==> src/rtl/stream_monitor_pkg.sv <==
// Shared widths, pipeline stage record and saturating arithmetic for the stream error monitor.
package stream_monitor_pkg;

    // Widest sample supported; stage fields are sized for it and sliced down by the user.
    localparam int unsigned MaxDw = 32;

    function automatic int unsigned err_w(input int unsigned dw);
        return dw + 1;
    endfunction

    function automatic int unsigned err_sq_w(input int unsigned dw);
        return 2 * (dw + 1);
    endfunction

    function automatic int unsigned ref_sq_w(input int unsigned dw);
        return 2 * dw;
    endfunction

    typedef struct packed {
        logic             valid;
        logic [MaxDw:0]   err;
        logic [MaxDw-1:0] ref_val;
    } stage_t;

    // Returns {saturated, sum} with sum clamped to 2^w-1 (w <= 64).
    function automatic logic [64:0] sat_add(input logic [63:0] acc, input logic [63:0] inc,
                                            input int unsigned w);
        logic [64:0] lim;
        logic [64:0] sum;
        lim = (65'd1 << w) - 65'd1;
        sum = {1'b0, acc} + {1'b0, inc};
        if (sum > lim) begin
            return {1'b1, lim[63:0]};
        end
        return {1'b0, sum[63:0]};
    endfunction

endpackage

==> src/rtl/ref_align_fifo.sv <==
// Reference alignment FIFO: holds reference samples until the matching filter output arrives.
module ref_align_fifo #(
    parameter int unsigned DW         = 16,
    parameter int unsigned FIFO_DEPTH = 16
) (
    input  logic          clk_i,
    input  logic          srst_n_i,
    input  logic          flush_i,
    input  logic          push_i,
    input  logic [DW-1:0] push_data_i,
    input  logic          pop_i,
    output logic          pop_valid_o,
    output logic [DW-1:0] pop_data_o,
    output logic          empty_o,
    output logic          full_o,
    output logic          overflow_o,
    output logic          underflow_o
);

    localparam int unsigned AW = $clog2(FIFO_DEPTH);

    logic [DW-1:0] mem_q [FIFO_DEPTH];
    logic [AW-1:0] wr_ptr_q, wr_ptr_d, rd_ptr_q, rd_ptr_d;
    logic [AW:0]   cnt_q, cnt_d;
    logic          push, pop, bypass, do_push, do_pop;

    assign push    = push_i & ~flush_i;
    assign pop     = pop_i & ~flush_i;
    assign empty_o = (cnt_q == '0);
    assign full_o  = (cnt_q == (AW+1)'(FIFO_DEPTH));
    // A same-cycle push and pop on an empty FIFO pairs directly without touching storage.
    assign bypass  = empty_o & push & pop;
    assign do_pop  = pop & ~empty_o;
    assign do_push = push & ~bypass & (~full_o | do_pop);

    assign overflow_o  = push & full_o & ~pop;
    assign underflow_o = pop & empty_o & ~push;
    assign pop_valid_o = do_pop | bypass;
    assign pop_data_o  = bypass ? push_data_i : mem_q[rd_ptr_q];

    always_comb begin
        wr_ptr_d = wr_ptr_q;
        rd_ptr_d = rd_ptr_q;
        cnt_d    = cnt_q;
        if (do_push) begin
            wr_ptr_d = wr_ptr_q + AW'(1);
        end
        if (do_pop) begin
            rd_ptr_d = rd_ptr_q + AW'(1);
        end
        if (do_push && !do_pop) begin
            cnt_d = cnt_q + (AW+1)'(1);
        end else if (do_pop && !do_push) begin
            cnt_d = cnt_q - (AW+1)'(1);
        end
        if (flush_i) begin
            wr_ptr_d = '0;
            rd_ptr_d = '0;
            cnt_d    = '0;
        end
    end

    always_ff @(posedge clk_i) begin
        if (!srst_n_i) begin
            wr_ptr_q <= '0;
            rd_ptr_q <= '0;
            cnt_q    <= '0;
        end else begin
            wr_ptr_q <= wr_ptr_d;
            rd_ptr_q <= rd_ptr_d;
            cnt_q    <= cnt_d;
        end
    end

    always_ff @(posedge clk_i) begin
        if (do_push) begin
            mem_q[wr_ptr_q] <= push_data_i;
        end
    end

endmodule

==> src/rtl/stream_error_monitor.sv <==
// Pairs filter outputs with buffered references and accumulates error/energy/peak statistics.
module stream_error_monitor
    import stream_monitor_pkg::*;
#(
    parameter int unsigned DW         = 16,
    parameter int unsigned ACC_W      = 48,
    parameter int unsigned CNT_W      = 32,
    parameter int unsigned FIFO_DEPTH = 16
) (
    input  logic             clk_i,
    input  logic             srst_n_i,
    input  logic             clear_i,
    input  logic             ref_valid_i,
    input  logic [DW-1:0]    ref_data_i,
    input  logic             dut_valid_i,
    input  logic [DW-1:0]    dut_data_i,
    output logic [ACC_W-1:0] err2_acc_o,
    output logic [ACC_W-1:0] ref2_acc_o,
    output logic [DW:0]      peak_err_o,
    output logic [CNT_W-1:0] count_o,
    output logic             stats_valid_o,
    output logic             fifo_overflow_o,
    output logic             fifo_underflow_o,
    output logic             acc_sat_o
);

    localparam int unsigned EW  = err_w(DW);
    localparam int unsigned E2W = err_sq_w(DW);
    localparam int unsigned R2W = ref_sq_w(DW);

    logic          pair_valid, ovf_evt, udf_evt;
    logic [DW-1:0] pair_ref;

    ref_align_fifo #(
        .DW        (DW),
        .FIFO_DEPTH(FIFO_DEPTH)
    ) u_fifo (
        .clk_i      (clk_i),
        .srst_n_i   (srst_n_i),
        .flush_i    (clear_i),
        .push_i     (ref_valid_i),
        .push_data_i(ref_data_i),
        .pop_i      (dut_valid_i),
        .pop_valid_o(pair_valid),
        .pop_data_o (pair_ref),
        .empty_o    (),
        .full_o     (),
        .overflow_o (ovf_evt),
        .underflow_o(udf_evt)
    );

    logic             pv_q, pv_d;
    logic [DW-1:0]    pref_q, pref_d, pdut_q, pdut_d;
    stage_t           s1_q, s1_d;
    logic             s2_valid_q, s2_valid_d;
    logic [E2W-1:0]   s2_e2_q, s2_e2_d;
    logic [R2W-1:0]   s2_r2_q, s2_r2_d;
    logic [EW-1:0]    s2_abs_q, s2_abs_d;
    logic [ACC_W-1:0] err2_q, err2_d, ref2_q, ref2_d;
    logic [EW-1:0]    peak_q, peak_d;
    logic [CNT_W-1:0] count_q, count_d;
    logic             stats_q, stats_d, ovf_q, ovf_d, udf_q, udf_d, sat_q, sat_d;

    logic [EW-1:0]  e_s1, e_s2;
    logic [E2W-1:0] e_ext;
    logic [R2W-1:0] r_ext;
    logic [DW-1:0]  r_s2;
    logic [64:0]    err_sum, ref_sum;

    assign e_s1 = $signed({pref_q[DW-1], pref_q}) - $signed({pdut_q[DW-1], pdut_q});
    assign e_s2 = s1_q.err[EW-1:0];
    assign r_s2 = s1_q.ref_val[DW-1:0];
    // Sign-extended operands make the modular unsigned product equal the true square.
    assign e_ext = {{(E2W-EW){e_s2[EW-1]}}, e_s2};
    assign r_ext = {{(R2W-DW){r_s2[DW-1]}}, r_s2};

    assign err_sum = sat_add(64'(err2_q), 64'(s2_e2_q), ACC_W);
    assign ref_sum = sat_add(64'(ref2_q), 64'(s2_r2_q), ACC_W);

    always_comb begin
        pv_d       = pair_valid;
        pref_d     = pair_ref;
        pdut_d     = dut_data_i;
        s1_d.valid   = pv_q;
        s1_d.err     = {{(MaxDw+1-EW){e_s1[EW-1]}}, e_s1};
        s1_d.ref_val = {{(MaxDw-DW){pref_q[DW-1]}}, pref_q};
        s2_valid_d = s1_q.valid;
        s2_e2_d    = e_ext * e_ext;
        s2_r2_d    = r_ext * r_ext;
        s2_abs_d   = e_s2[EW-1] ? (~e_s2 + EW'(1)) : e_s2;
        err2_d     = err2_q;
        ref2_d     = ref2_q;
        peak_d     = peak_q;
        count_d    = count_q;
        stats_d    = 1'b0;
        ovf_d      = ovf_q | ovf_evt;
        udf_d      = udf_q | udf_evt;
        sat_d      = sat_q;
        if (s2_valid_q) begin
            err2_d  = err_sum[ACC_W-1:0];
            ref2_d  = ref_sum[ACC_W-1:0];
            sat_d   = sat_q | err_sum[64] | ref_sum[64];
            count_d = (count_q == '1) ? count_q : count_q + CNT_W'(1);
            peak_d  = (s2_abs_q > peak_q) ? s2_abs_q : peak_q;
            stats_d = 1'b1;
        end
        if (clear_i) begin
            pv_d       = 1'b0;
            s1_d       = '0;
            s2_valid_d = 1'b0;
            err2_d     = '0;
            ref2_d     = '0;
            peak_d     = '0;
            count_d    = '0;
            stats_d    = 1'b0;
            ovf_d      = 1'b0;
            udf_d      = 1'b0;
            sat_d      = 1'b0;
        end
    end

    always_ff @(posedge clk_i) begin
        if (!srst_n_i) begin
            pv_q       <= 1'b0;
            pref_q     <= '0;
            pdut_q     <= '0;
            s1_q       <= '0;
            s2_valid_q <= 1'b0;
            s2_e2_q    <= '0;
            s2_r2_q    <= '0;
            s2_abs_q   <= '0;
            err2_q     <= '0;
            ref2_q     <= '0;
            peak_q     <= '0;
            count_q    <= '0;
            stats_q    <= 1'b0;
            ovf_q      <= 1'b0;
            udf_q      <= 1'b0;
            sat_q      <= 1'b0;
        end else begin
            pv_q       <= pv_d;
            pref_q     <= pref_d;
            pdut_q     <= pdut_d;
            s1_q       <= s1_d;
            s2_valid_q <= s2_valid_d;
            s2_e2_q    <= s2_e2_d;
            s2_r2_q    <= s2_r2_d;
            s2_abs_q   <= s2_abs_d;
            err2_q     <= err2_d;
            ref2_q     <= ref2_d;
            peak_q     <= peak_d;
            count_q    <= count_d;
            stats_q    <= stats_d;
            ovf_q      <= ovf_d;
            udf_q      <= udf_d;
            sat_q      <= sat_d;
        end
    end

    assign err2_acc_o       = err2_q;
    assign ref2_acc_o       = ref2_q;
    assign peak_err_o       = peak_q;
    assign count_o          = count_q;
    assign stats_valid_o    = stats_q;
    assign fifo_overflow_o  = ovf_q;
    assign fifo_underflow_o = udf_q;
    assign acc_sat_o        = sat_q;

endmodule

==> config.mk <==
export PLATFORM = sky130hd
export DESIGN_NAME = stream_error_monitor
export DESIGN_NICKNAME = d
export VERILOG_FILES = /design/src/rtl/stream_monitor_pkg.sv /design/src/rtl/ref_align_fifo.sv /design/src/rtl/stream_error_monitor.sv
export SDC_FILE = /design/constraint.sdc
export NUM_CORES = 2
export LEC_CHECK = 0
export ABC_AREA = 0
export CAP_MARGIN = 20
export CELL_PAD_IN_SITES_DETAIL_PLACEMENT = 1
export CELL_PAD_IN_SITES_GLOBAL_PLACEMENT = 1
export CORE_MARGIN = 3
export CORE_UTILIZATION = 45
export DETAILED_ROUTE_END_ITERATION = 16
export PLACE_DENSITY = 0.8
export SYNTH_ARGS = -nofsm -noshare
export SYNTH_HDL_FRONTEND = slang
export SYNTH_SLANG_ARGS = --single-unit
==> constraint.sdc <==
create_clock -name clk_i -period 6 [get_ports clk_i]
set_input_delay 1.8 -clock clk_i [delete_from_list [all_inputs] [get_ports clk_i]]
set_output_delay 1.8 -clock clk_i [all_outputs]
set_load 0.02 [all_outputs]
==> summary.md <==
| Metric | Value |
|---|---|
| Outcome | `finished, violations left` |
| Violated checks | `setup timing` |
| Setup ws final | `-535.4 ps` |
| Number of failing hold endpoints at the final stage | `0` |
| Synth Area in XOR/XNOR | `0.03902` |
| Final critical delay including setup and external delays | `6535 ps` |
| CTS Root Cell | `clkbuf_16` |
| Fraction of final layout cells sized beyond drive strength 1 | `0.1866` |
| Number of different library cells in the post-synthesis netlist | `83` |
| Remaining antenna violation count | `0` |
| Number of flops mapped to enable cells by yosys | `256` |
| First-pass GRT wire length | `210000 um` |
| Commonest cells after routing, fill and taps aside | `684 x inv_1, 478 x fa_1, 299 x buf_4, 278 x dfxtp_1, 270 x ha_1` |
| Post-Place Cell Area | `48720 sq um` |
| Max-cap check violation count | `0` |
| Transition time at the pin with the least slew margin | `1112 ps` |
| Worst Path Class, Setup | `reg2reg` |
| Worst setup SP type | `register` |
| Required time at the worst-slack endpoint | `6550 ps` |
| Filler instances | `10220` |
| Cell area power density | `209.1 nW/um^2` |
| Cell area after synthesis | `43770 sq um` |
| Final HPWL DP | `97700 um` |
| Number of search-and-repair iterations in the first detailed-routing pass | `7` |
| Endpoints failing setup | `21` |
| Clock tree from TritonCTS | `yes` |
| Sum of overflow across all layers after global routing | `0` |
| Synthesized net count | `5025` |
| Number of top-level pins | `186` |
| Layout net count | `5481` |
| Total of hold buffers inserted after clock tree synthesis | `0` |
| Starting DRT DRC Count | `2188` |
| RSZ-0062 raised after global routing | `true` |
| Data arrival time at the worst-slack endpoint | `7080 ps` |
| Number of storage elements in the synthesis netlist | `570` |
| Site row count | `113` |
| Routed len/inst | `24.40 um` |
| Total of warnings raised by yosys | `0` |
| Sequence of cells on the critical path | `inv_4 > buf_6 > nor2_4 > xnor2_1 > ha_2 > inv_1 > fa_1 > inv_1 > fa_2 > fa_2 > fa_1 > inv_1 > fa_1 > inv_2 > ha_4 > a21o_1 > a21oi_2 > o221ai_2 > o311ai_4 > a21oi_2 > o2111ai_2 > a21oi_2 > or3_1 > a21oi_2` |
| Post-Synth Simple-Gate Area | `0.1076` |
| Relative slew slack | `0.2585` |
| Number of buffers created by CTS | `66` |
| Final non-filler cell area | `53170 sq um` |
| Compound-gate portion of the synthesized area | `0.09507` |
| Largest net degree at the start of global routing | `73` |
| Die Outline Area | `101100 sq um` |
| Worst hold slack | `434.2 ps` |
| Initial antenna violation count | `11` |
| Clk_lat worst skew | `670 ps` |
| Total power consumption of the routed design | `11.12 mW` |
| Mapped Cells | `4190` |
| Leakage dissipation | `23.69 nW` |
| Die X | `317.9 um` |
| Worst stage delay on the critical path | `580 ps` |
| Main combinational cell family by area after synthesis | `adder cells` |
| Global routing usage summed across all routing layers | `0.2629` |
| Slowest cell on the critical path | `fa_1` |
| CTS sink cnt | `570` |
| Peak ir drop on the vdd network | `0.3094 mV` |
| Endpoint type of the worst setup path | `register` |
| Async set-reset flop share out of synthesis | `0` |
| Vias post-DR | `33800` |
| Core ar. | `95720 sq um` |
| Via density per instance | `5.664` |
| Adder-cell share of the synthesized area | `0.3140` |
| Total wire length | `145600 um` |
| Synthesized area per cell | `10.45 sq um` |
| Weighted congestion at the end of routability-driven global placement | `0.8609` |
| Worst-path clk slew | `60 ps` |
| Critical Path Fanout Max | `4` |
| Clock Path Buffers | `3` |
| Effective utilization at floorplan | `0.4573` |
| # port buffers | `185` |
| Fin Clk Skew | `47.95 ps` |
| Area grow syn2layout | `21.46%` |
| Worst min path class | `reg2reg` |
| Most frequently used flop master after synthesis | `dfxtp_1` |
| Fmax | `153.0 MHz` |
| CP most frequent cell | `a21oi_2` |
| Via count of the first global-routing pass | `37570` |
| Place WS | `-704.5 ps` |
| Part of the cycle the worst path needs | `1.089` |
| Share of synthesized area spent on multiplexers | `0.04688` |
| CTS H-tree depth | `3` |
| Sequential fraction of the synthesis area | `0.3192` |
| Height of the die | `317.9 um` |
| DRC viols | `0` |
| Final count of pins violating max slew | `0` |
| Most common library cell in the layout ignoring fill and taps | `inv_1` |
-- stage by stage --
step,TNS [ps],utilization,cells
global route,-7450,0.5554,5963
detailed placement,-7181,0.5089,5756
global placement,-4324,0.5089,5756
floorplan,0,-,4190
CTS,-501.4,0.5437,5918
finish,-3799,0.5555,5967
-- synth_stat cells (9+ instances only) --
library cell / count / share of area
inv_1: 749 / 0.064
fa_1: 501 / 0.23
dfxtp_1: 314 / 0.14
ha_1: 297 / 0.085
nor2_1: 274 / 0.023
nand2_1: 268 / 0.023
edfxtp_1: 256 / 0.18
a21oi_1: 184 / 0.021
and2_1: 141 / 0.020
o21ai_0: 137 / 0.016
clkbuf_1: 128 / 0.011
xnor2_1: 113 / 0.023
xor2_1: 82 / 0.016
mux4_2: 80 / 0.041
a21o_1: 77 / 0.013
a31oi_1: 57 / 0.0081
nor3_1: 44 / 0.0050
nand3_1: 43 / 0.0049
and3_1: 32 / 0.0046
nor2b_1: 31 / 0.0044
nand4_1: 30 / 0.0043
or3_1: 30 / 0.0043
a211oi_1: 27 / 0.0046
mux2i_1: 25 / 0.0057
nand2b_1: 22 / 0.0031
o21a_1: 22 / 0.0038
buf_1: 16 / 0.0014
o21bai_1: 15 / 0.0026
and4_1: 13 / 0.0026
o21ai_1: 12 / 0.0014
a211o_1: 10 / 0.0020
a31o_2: 10 / 0.0020
or2_2: 10 / 0.0014
o31ai_1: 9 / 0.0015
-- cell families after synthesis --
group           after synthesis
simple gates                972
buf+inv                     905
fa+ha+maj                   798
compound gates              645
flops                       570
xor+xnor                    195
mux                         105
-- routing by layer --
metal | part of all wire | routed length (um) | GRT usage
met5 | 0.000089 | 13 | 0
met4 | 0.049 | 7181 | 0.1049
met3 | 0.051 | 7478 | 0.04051
met2 | 0.52 | 75050 | 0.4722
met1 | 0.38 | 55880 | 0.3153
-- path summary, 6_finish.rpt --
path                                start          end  slack, ps  cells after the start
worst max-delay path            r_ext[15]  s2_r2_q[31]       -540                     24
worst min-delay path             s1_q[65]   s2_valid_q        430                      1
worst max register to register  r_ext[15]  s2_r2_q[31]       -540                     24
worst min register to register   s1_q[65]   s2_valid_q        430                      1
-- final cells by class --
type	instances	area, sq um	area share
multi-input cells	2715	27570	0.5185
clock inverters	30	394.1	0.007413
diodes	7	17.52	0.0003295
inverters	752	2836	0.05335
repair buffers	541	4835	0.09093
clock buffers	87	1844	0.03469
well taps	1265	1583	0.02977
flip-flops and latches	570	14090	0.2650
-- report_power, final --
part | switching (mW) | internal, mW
combinational | 1.56 | 1.11
sequential | 0.105 | 4.18
clock | 1.79 | 2.38
total | 3.45 | 7.67
-- state kept, by name, summed over array words and instances (netlist names), 4 cells and up, named ones only --
register         flops
u_fifo.mem_q       256
err2_acc_o          48
ref2_acc_o          48
s2_e2_q             33
count_o             32
s2_r2_q             31
e_ext               17
peak_err_o          17
pdut_q              16
pref_q              16
r_ext               16
s2_abs_q            16
u_fifo.cnt_q         5
u_fifo.rd_ptr_q      4
u_fifo.wr_ptr_q      4
-- critical path, delay by kind of cell (launching register included) --
family	cells	cell delay [ps]
buffers and inverters	6	550
AO/OA/AOI/OAI	8	1690
XOR/XNOR	1	190
adder cells (fa/ha/maj)	7	3190
AND/OR/NAND/NOR	2	420
flip-flops	1	360
-- repair_timing --
action | CTS | global route
gates cloned | 1 | 0
endpoints found under the setup margin | 25 | 32
gates resized for setup | 214 | 216
pin swaps | 85 | 125
buffers inserted | 45 | 48
Note: power is estimated with default switching activity, not from simulation.
